## src/rtl/multicycle_ctrl.sv

```systemverilog
// Multicycle MIPS-style control FSM: latches an instruction, decodes it, and
// sequences EX / MEM / WB / MD phases, emitting one pc_we per instruction.
module multicycle_ctrl #(
   parameter int MD_LAT  = 32,
   parameter int MEM_TMO = 0
) (
   input  logic       clk,
   input  logic       rst,
   input  logic       instr_valid,
   input  logic [5:0] opcode,
   input  logic [4:0] rt,
   input  logic [5:0] funct,
   input  logic       mem_ready,
   output logic       instr_ack,
   output logic [2:0] state,
   output logic [3:0] ALUOp,
   output logic [2:0] Loadop,
   output logic [1:0] Saveop,
   output logic       EXTOp,
   output logic       mem_re,
   output logic       mem_we,
   output logic       reg_we,
   output logic       hilo_we,
   output logic       pc_we,
   output logic       illegal
);

   localparam logic [2:0] S_IDLE = 3'd0;
   localparam logic [2:0] S_ID   = 3'd1;
   localparam logic [2:0] S_EX   = 3'd2;
   localparam logic [2:0] S_MEM  = 3'd3;
   localparam logic [2:0] S_WB   = 3'd4;
   localparam logic [2:0] S_MD   = 3'd5;

   localparam logic [6:0] MD_LOAD   = 7'(MD_LAT - 1);
   localparam logic [7:0] TMO_LIMIT = 8'(MEM_TMO);
   localparam logic       TMO_EN    = (MEM_TMO > 0);

   logic [5:0] op_q;
   logic [4:0] rt_q;
   logic [5:0] funct_q;
   logic [6:0] md_cnt;
   logic [7:0] tmo_cnt;
   logic [2:0] next_state;

   logic [3:0] alu_d;
   logic [2:0] load_d;
   logic [1:0] save_d;
   logic       ext_d;

   logic is_load, is_store, is_muldiv, to_idle, to_wb;

   // Field decode of the latched instruction; captured into the outputs in ID.
   always_comb begin
      alu_d  = 4'b1111;
      load_d = 3'b111;
      save_d = 2'b11;
      ext_d  = 1'b1;
      case (op_q)
         6'h00: alu_d = (funct_q == 6'h09) ? 4'b1111 : 4'b0000;
         6'h01: alu_d = (rt_q == 5'd1) ? 4'b0010 : 4'b0101;
         6'h04: alu_d = 4'b0001;
         6'h05: alu_d = 4'b0110;
         6'h06: alu_d = 4'b0100;
         6'h07: alu_d = 4'b0011;
         6'h08, 6'h09: alu_d = 4'b1001;
         6'h0a: alu_d = 4'b1101;
         6'h0b: alu_d = 4'b1110;
         6'h0c: begin alu_d = 4'b1010; ext_d = 1'b0; end
         6'h0d: begin alu_d = 4'b1011; ext_d = 1'b0; end
         6'h0e: begin alu_d = 4'b1100; ext_d = 1'b0; end
         6'h0f: alu_d = 4'b1000;
         6'h20: begin alu_d = 4'b0111; load_d = 3'b001; end
         6'h21: begin alu_d = 4'b0111; load_d = 3'b011; end
         6'h23: begin alu_d = 4'b0111; load_d = 3'b000; end
         6'h24: begin alu_d = 4'b0111; load_d = 3'b010; end
         6'h25: begin alu_d = 4'b0111; load_d = 3'b100; end
         6'h28: begin alu_d = 4'b0111; save_d = 2'b01; end
         6'h29: begin alu_d = 4'b0111; save_d = 2'b10; end
         6'h2b: begin alu_d = 4'b0111; save_d = 2'b00; end
         default: ;
      endcase
   end

   // Instruction class drives the EX-stage routing.
   always_comb begin
      is_load   = 1'b0;
      is_store  = 1'b0;
      is_muldiv = 1'b0;
      to_idle   = 1'b0;
      to_wb     = 1'b0;
      case (op_q)
         6'h00: begin
            if (funct_q[5:2] == 4'b0110) is_muldiv = 1'b1;
            else if (funct_q == 6'h08)   to_idle   = 1'b1;
            else                         to_wb     = 1'b1;
         end
         6'h01, 6'h02, 6'h04, 6'h05, 6'h06, 6'h07: to_idle = 1'b1;
         6'h03, 6'h08, 6'h09, 6'h0a, 6'h0b, 6'h0c, 6'h0d, 6'h0e, 6'h0f: to_wb = 1'b1;
         6'h20, 6'h21, 6'h23, 6'h24, 6'h25: is_load = 1'b1;
         6'h28, 6'h29, 6'h2b: is_store = 1'b1;
         default: ;
      endcase
   end

   // Next state and strobes; strobes are forced low while reset is asserted.
   always_comb begin
      next_state = state;
      instr_ack  = 1'b0;
      mem_re     = 1'b0;
      mem_we     = 1'b0;
      reg_we     = 1'b0;
      hilo_we    = 1'b0;
      pc_we      = 1'b0;
      illegal    = 1'b0;
      case (state)
         S_IDLE: begin
            if (instr_valid) begin
               instr_ack  = 1'b1;
               next_state = S_ID;
            end
         end
         S_ID: next_state = S_EX;
         S_EX: begin
            if (is_muldiv)                next_state = S_MD;
            else if (is_load || is_store) next_state = S_MEM;
            else if (to_wb)               next_state = S_WB;
            else begin
               illegal    = ~to_idle;
               pc_we      = 1'b1;
               next_state = S_IDLE;
            end
         end
         S_MEM: begin
            if (TMO_EN && (tmo_cnt == TMO_LIMIT)) begin
               illegal    = 1'b1;
               pc_we      = 1'b1;
               next_state = S_IDLE;
            end else begin
               mem_re = is_load;
               mem_we = is_store;
               if (mem_ready) begin
                  if (is_load) next_state = S_WB;
                  else begin
                     pc_we      = 1'b1;
                     next_state = S_IDLE;
                  end
               end
            end
         end
         S_WB: begin
            reg_we     = 1'b1;
            pc_we      = 1'b1;
            next_state = S_IDLE;
         end
         S_MD: begin
            if (md_cnt == 7'd0) begin
               hilo_we    = 1'b1;
               pc_we      = 1'b1;
               next_state = S_IDLE;
            end
         end
         default: next_state = S_IDLE;
      endcase
      if (rst) begin
         instr_ack = 1'b0;
         mem_re    = 1'b0;
         mem_we    = 1'b0;
         reg_we    = 1'b0;
         hilo_we   = 1'b0;
         pc_we     = 1'b0;
         illegal   = 1'b0;
      end
   end

   always_ff @(posedge clk) begin
      if (rst) begin
         state   <= S_IDLE;
         op_q    <= 6'd0;
         rt_q    <= 5'd0;
         funct_q <= 6'd0;
         ALUOp   <= 4'b1111;
         Loadop  <= 3'b111;
         Saveop  <= 2'b11;
         EXTOp   <= 1'b1;
         md_cnt  <= 7'd0;
         tmo_cnt <= 8'd0;
      end else begin
         state <= next_state;
         if (state == S_IDLE && instr_valid) begin
            op_q    <= opcode;
            rt_q    <= rt;
            funct_q <= funct;
         end
         if (state == S_ID) begin
            ALUOp  <= alu_d;
            Loadop <= load_d;
            Saveop <= save_d;
            EXTOp  <= ext_d;
         end
         if (state == S_EX) begin
            tmo_cnt <= 8'd0;
            if (is_muldiv) md_cnt <= MD_LOAD;
         end
         if (state == S_MD && md_cnt != 7'd0) md_cnt <= md_cnt - 7'd1;
         if (state == S_MEM && !mem_ready && tmo_cnt != 8'hff) tmo_cnt <= tmo_cnt + 8'd1;
      end
   end

endmodule

```

## config.mk

```make
export PLATFORM = sky130hd
export DESIGN_NAME = multicycle_ctrl
export DESIGN_NICKNAME = d
export VERILOG_FILES = /design/src/rtl/multicycle_ctrl.sv
export SDC_FILE = /design/constraint.sdc
export NUM_CORES = 1
export LEC_CHECK = 0
export CORE_ASPECT_RATIO = 0.6
export CORE_UTILIZATION = 49
export DETAILED_ROUTE_END_ITERATION = 10
export PLACE_DENSITY = 0.75
export SKIP_LAST_GASP = 1
export SLEW_MARGIN = 40
export SYNTH_ARGS = -nofsm -noshare
export SYNTH_HDL_FRONTEND = slang
export SYNTH_SLANG_ARGS = --single-unit
export TNS_END_PERCENT = 1
```

## constraint.sdc

```tcl
create_clock -name clk -period 2.32 [get_ports clk]
set_clock_uncertainty 0.2 [all_clocks]
set_input_delay 0.464 -clock clk [delete_from_list [all_inputs] [get_ports clk]]
set_output_delay 0.464 -clock clk [all_outputs]
set_load 0.01 [all_outputs]
```

Word level (Yosys, flattened, before mapping):

Index checks and enable logic that the tools add are counted.

* flip-flop bits (word level): 37
* bits of input ports: 21
* output and inout bits: 20
* logic and storage cells: 115

* $add $sub $neg: 1
* eq/ne operators: 35
* multiplexer cells: 51
* bitwise gates (word level): 1
* reductions and logical operators: 18

Operators with widths (number)
* $eq A6 B4 Y1 const B: 10
* $pmux W4 S14: 1
* $eq A6 B6 Y1 const B: 8
* $mux W1: 32
* $pmux W3 S5: 2
* $eq A6 B3 Y1 const B: 4
* $mux W3: 8
* $mux W7: 3
* $eq A6 B2 Y1 const B: 2
* $reduce_or A9 Y1: 1
* $reduce_or A8 Y1: 1
* $logic_not A7 Y1: 1
* $reduce_bool A7 Y1: 1
* $sub A7 B1 Y7 const B: 1
* $eq A3 B2 Y1 const B: 2
* $eq A3 B3 Y1 const B: 2
* $eq A6 B1 Y1 const B: 1
* $logic_not A6 Y1: 1
* $ne A2 B2 Y1 const B: 3
* $pmux W2 S3: 1
* $reduce_or A3 Y1: 2
* $reduce_or A6 Y1: 1
* $eq A5 B1 Y1 const B: 1
* $reduce_or A5 Y1: 1
* other kinds (13): 16

Longest topological paths before layout:

Gate-level depths: netlist of run 1.

* depth after elaboration: 10
* mapped depth: 7

Least setup slack after synthesis of run 1:

Ideal clock, no wire load.

* path type: register to output
* start: register md_cnt[0]
* end: output pc_we
* data arrival time: 1.586 ns
* setup slack: 0.070 ns
* stages on the path, launching flop included: 7
* path buffers: 0
* cells stage by stage: dfxtp_1 > inv_1 > ha_1 > or3b_1 > o21ai_0 > a32oi_1 > a211oi_1

* cells in the longest elaborated chain, start to end: 4

RTL lines
* start, declared: line 42 `logic [6:0] md_cnt;`
* start signal, assigned: line 205 `if (state == S_MD && md_cnt != 7'd0) md_cnt <= md_cnt - 7'd1;`
* $logic_not A7 Y1: line 157 `if (md_cnt == 7'd0) begin`
* $mux W1: line 157
* $pmux W1 S4: line 116 `case (state)`
* $mux W1: line 165 `if (rst) begin`
* end, declared: line 24 `output logic pc_we,`

Every way passes these cells.

Final worst setup path of run 1:

Ends and elaborated chain as after synthesis.

==> results of run 1 <==
==> worst paths after layout <==
path / startpoint / endpoint / cells past startpoint
worst max register to register: md_cnt[0]$_SDFFE_PP0P_ / state[2]$_SDFFE_PP0P_ / 6
worst max-delay path: md_cnt[0]$_SDFFE_PP0P_ / pc_we / 7
worst min-delay path: rt_q[3]$_SDFFE_PP0P_ / rt_q[3]$_SDFFE_PP0P_ / 2
worst min register to register: rt_q[3]$_SDFFE_PP0P_ / rt_q[3]$_SDFFE_PP0P_ / 2
==> routing by layer <==
metal | up-vias | GRT usage
met3 | 4 | 0.05238
met4 | 0 | 0.05367
met5 | - | 0
met1 | 1003 | 0.3751
met2 | 41 | 0.4363
li1 | 1088 | -
==> worst max-delay path: cells and delay by family, from the launching register on <==
family | cells | cell delay, ns
buffers and inverters | 2 | 0.24
AOI/OAI and AO/OA | 3 | 0.46
and+or+nand+nor | 1 | 0.38
DFF | 1 | 0.33
adders and majority gates | 1 | 0.14
==> registers in the layout, indices dropped and copies added, names as in the netlist <==
register	count
op_q	6
ALUOp	4
Loadop	3
EXTOp	1
rt_q	5
state	3
funct_q	6
md_cnt	7
Saveop	2
==> per-stage QoR <==
step / cells / cell area (µm²)
5_1_grt: 386 / 2959
4_1_cts: 387 / 2934
6_report: 386 / 2959
3_3_place_gp: 378 / 2808
2_1_floorplan: 252 / 2013
3_5_place_dp: 378 / 2808
==> logic make-up (layout without fill, tap and decap cells) <==
group | Yosys count | in the layout | share of synthesized area
flops | 37 | 37 | 0.3679
fa+ha+maj | 2 | 2 | 0.01243
compound gates | 69 | 69 | 0.2349
xor+xnor | 5 | 5 | 0.02176
buf+inv | 27 | 114 | 0.06277
simple gates | 112 | 112 | 0.3002
==> layout make-up <==
cell class                 count  area share
clock inverter                 3    0.005920
timing repair buffer          97      0.2765
tap                           47     0.01987
inverter                       9     0.01142
sequential                    37      0.2512
multi-input combinational    188      0.4118
clock buffer                   5     0.02326
==> cell usage in the layout (no fill, tap or decap), drive strengths merged, types with 4 or more instances in the layout <==
master,n
inv,9
a211oi,6
nor4,4
nor2,12
a31oi,4
nand2,43
dfxtp,37
clkdlybuf4s50,34
nand3,5
a211o,4
o21ai,11
clkbuf,5
nor3,18
buf,59
a21oi,21
==> timing repair <==
item	in CTS	in global routing
setup buffers	1	0
gates resized for setup	22	12
pin swaps	3	7
setup endpoints to repair	7	7
==> report_power, final <==
part           switching [mW]  leakage (nW)  internal, mW
Combinational           0.257         0.840         0.274
Sequential             0.0413         0.303         0.682
Clock                   0.241        0.0439         0.207
Total                   0.540          1.19          1.16
==> results.ini, run 1 <==
[timing]
hold_slack_ns = 0.2606
fin_ws_ns = -0.1823
slew_headroom = 0.6568
setup_viol = 6
fmax_mhz = 399.6
hold_viol_final = 0
final.min_clock_period_ns = 2.502
fin_crit_sh = 1.079
maxSlewViolCount = 0
rsz0062_at_grt = yes
tns_ns = -0.7079
tightestPinTransition_ns = 0.5101

[power]
p_leak_nw = 1.187
powerDensity_mw_per_mm2 = 575.5
power_mw = 1.703
ir_drop_v = 0.0004338

[worst_setup_path]
worstPathArrival_ns = 1.84
crit_required_ns = 1.66
path_max_fanout = 3
r2r_slack_ns = 0.24
crit_path_cell_trace = inv_2, ha_4, or3b_4, o21ai_2, a32oi_1, a211oi_1, buf_2
startpoint_type = register
cp_slowest_cell = or3b_4
crit_type = register to output port
worst_path_largest_cell_delay_ns = 0.38
end_kind = output port

[clocking]
clk_pin_slew_worst_paths_ns = 0.08
clock-sinks = 37
clock-root-buffer = clkbuf_8
cts_hold_buf = 0
clock_latency_ns = 0.29
htree_levels = 2
cts_inserted_buffers = 5
tritoncts = yes
cts_max_path_buffers = 2

[floorplanning]
die_w_um = 84.75
core_mm2 = 0.003807
initial_core_util = 0.5288
rows = 17
die_h_um = 51.65
die-area_mm2 = 0.004377
io-pin-count = 41

[worst_hold_path]
hp-class = register to register

[yosys]
synth.most_common_cell = nand2_1
synth_top_area_share = 0.3679
synth_edf_count = 0
synth.distinct_cells = 57
async_flop_share = 0
ys_seq_area_frac = 0.3679
syn_area_per_cell_um2 = 7.989
synth_nets = 275
synth_common_cells = nand2_1 (43), dfxtp_1 (37), a21oi_1 (21)
postSynth.topFlopCell = dfxtp_1
syn-cell-area_mm2 = 0.002013
yosys.area.top_type = dfxtp_1
ys_ff_latch = 37
synth_warnings = 0
synth_area_leaders = dfxtp_1 (37%), nand2_1 (8.0%), a21oi_1 (5.2%)
syn_inst = 252

[global_routing]
grt_pass1_vias = 1948
grt_pass1_wl_um = 9177
track_usage = 0.2684
antenna_found_initial = 0
overflow = 0
grt_start_max_net_pins = 19

[route]
drcViolationCount = 2
via_count = 2136
dr.max_layer_used = met4
met3_length_um = 171
drtPass1Iterations = 7
wl_um = 5503
drt-initial-drc-count = 96
drt-met1-wl_um = 2895
vias_per_cell = 5.534
routedWlPerCell_um = 14.26
ant_nets = 0
wl_met2_um = 2411

[cells_and_area]
multi_input_area_mm2 = 0.001219
fin_util = 0.7772
drive_above_1_share = 0.2625
seq_area_um2 = 743.2
area_growth_pct = 46.99
nets = 361
num-fill-cells = 298
n_antenna_cell = 0

[run_status]
violations = design-rule violations, negative setup slack
status = finished, violations left

[placement]
io_buffers = 40
dp_hpwl_um = 4166
place_congestion = 0.8627
place_ws_ns = -0.4433

[job]
maxCapViolations = 0

Power figures use the tool's default switching activity.
==> inputs of run 2 (changes only) <==
CORE_ASPECT_RATIO = 1.4   (was 0.6)
HOLD_SLACK_MARGIN = 0.08   (was default)
SLEW_MARGIN = default   (was 40)
==> results.ini, run 2 (synthesis gave the netlist of run 1 again) <==
[timing]
fmax_mhz = 400.1
slew_headroom = 0.6131
setup_viol = 7
fin_ws_ns = -0.1791
final.min_clock_period_ns = 2.499
maxSlewViolCount = 0
rsz0062_at_grt = yes
tns_ns = -0.8161
hold_viol_final = 0
fin_crit_sh = 1.077
tightestPinTransition_ns = 0.5750

[worst_setup_path]
r2r-start = md_cnt[0]$_SDFFE_PP0P_
startpoint_type = register
critPathLaunch = md_cnt[0]$_SDFFE_PP0P_
worstPathArrival_ns = 1.84
end_kind = output port
reg2regPathDepth = 6
crit_required_ns = 1.66
path_max_fanout = 2
crit_type = register to output port

[run_status]
violations = negative setup slack
status = finished, violations left

[clocking]
cts_inserted_buffers = 5
post-cts-setup-buffer-count = 0
clock-root-buffer = clkbuf_8
htree_levels = 2
tritoncts = yes
clk_pin_slew_worst_paths_ns = 0.07
cts_hold_buf = 0
cts_max_path_buffers = 2
clock-sinks = 37
clock_latency_ns = 0.29

[route]
wl_um = 5241
drcViolationCount = 0
drt-initial-drc-count = 61
ant_nets = 0
drtPass1Iterations = 4
via_count = 2145
routedWlPerCell_um = 13.58
vias_per_cell = 5.557

[placement]
dp_hpwl_um = 4110
io_buffers = 40
place_congestion = 0.8967

[power]
p_leak_nw = 1.204
ir_drop_v = 0.0006660
power_mw = 1.814
powerDensity_mw_per_mm2 = 608.3

[global_routing]
antenna_found_initial = 0
grt_start_max_net_pins = 18
grt_pass1_vias = 2029
grt_pass1_wl_um = 8901
overflow = 0
track_usage = 0.2570

[floorplanning]
io-pin-count = 41
die-area_mm2 = 0.004372
die_w_um = 56.17
initial_core_util = 0.5137
rows = 27
die_h_um = 77.84
core_mm2 = 0.003919

[cells_and_area]
num-fill-cells = 307
most-common-layout-cells = buf_4 (61), nand2_1 (43), dfxtp_1 (37), clkdlybuf4s50_1 (34), a21oi_1 (21)
top_regs = md_cnt: 7 flops, funct_q: 6 flops, op_q: 6 flops
regMostFlops = md_cnt
fin_util = 0.7609
nets = 365
largest_reg_flops = 7
layout_commonest_cell = buf_4
drive_above_1_share = 0.2478
area_growth_pct = 48.10
n_antenna_cell = 0

[worst_hold_path]
hp-class = register to register
hp-start = rt_q[3]$_SDFFE_PP0P_
min_path_cells = 2

[job]
maxCapViolations = 0

## run 2: final timing paths
kind	endpoint	slack, ns
max	pc_we	-0.18
min	rt_q[3]$_SDFFE_PP0P_	0.26
max reg2reg	state[2]$_SDFFE_PP0P_	0.26
min reg2reg	rt_q[3]$_SDFFE_PP0P_	0.26
## run 2: through the flow
stage / setup WS, ns / cell area [µm²] / hold WS, ns / instances
floorplan: 0.07019 / 2013 / 0.2360 / 252
global placement: -0.3903 / 2833 / 0.2451 / 378
detailed placement: -0.3736 / 2833 / 0.2514 / 378
CTS: -0.2510 / 2959 / 0.2609 / 386
global route: -0.3002 / 2982 / 0.2875 / 386
finish: -0.1791 / 2982 / 0.2589 / 386
## run 2: timing repair
action,4_1_cts,5_1_grt
setup endpoints to repair,7,7
pin swaps,2,1
resized for setup,17,5
## run 2: power by group
group	total, mW	internal (mW)	switching (mW)
combinational	0.521	0.271	0.249
clock	0.575	0.350	0.225
sequential	0.718	0.682	0.0360
## run 2: per-layer routing
layer / GRT usage / part of all wire
met5: 0 / 0
met4: 0.1390 / 0.028
met3: 0.05333 / 0.036
met2: 0.4643 / 0.54
met1: 0.2739 / 0.40
## run 2: worst max-delay path, cell delays in order, from the launching register on
cell	delay (ns)
dfxtp_1	0.31
inv_1	0.08
ha_1	0.16
or3b_4	0.39
o21ai_2	0.11
a32oi_1	0.12
a211oi_2	0.22
buf_2	0.16
## run 2: cell type report
| cell class | instances | area [µm²] | area share |
|---|---|---|---|
| Timing Repair Buffer | 101 | 843.3 | 0.2828 |
| Tap cell | 43 | 53.80 | 0.01804 |
| Multi-Input combinational cell | 188 | 1194 | 0.4003 |
| Inverter | 9 | 33.78 | 0.01133 |
| Sequential cell | 37 | 740.7 | 0.2484 |
| Clock inverter | 1 | 30.03 | 0.01007 |
| Clock buffer | 7 | 86.33 | 0.02896 |
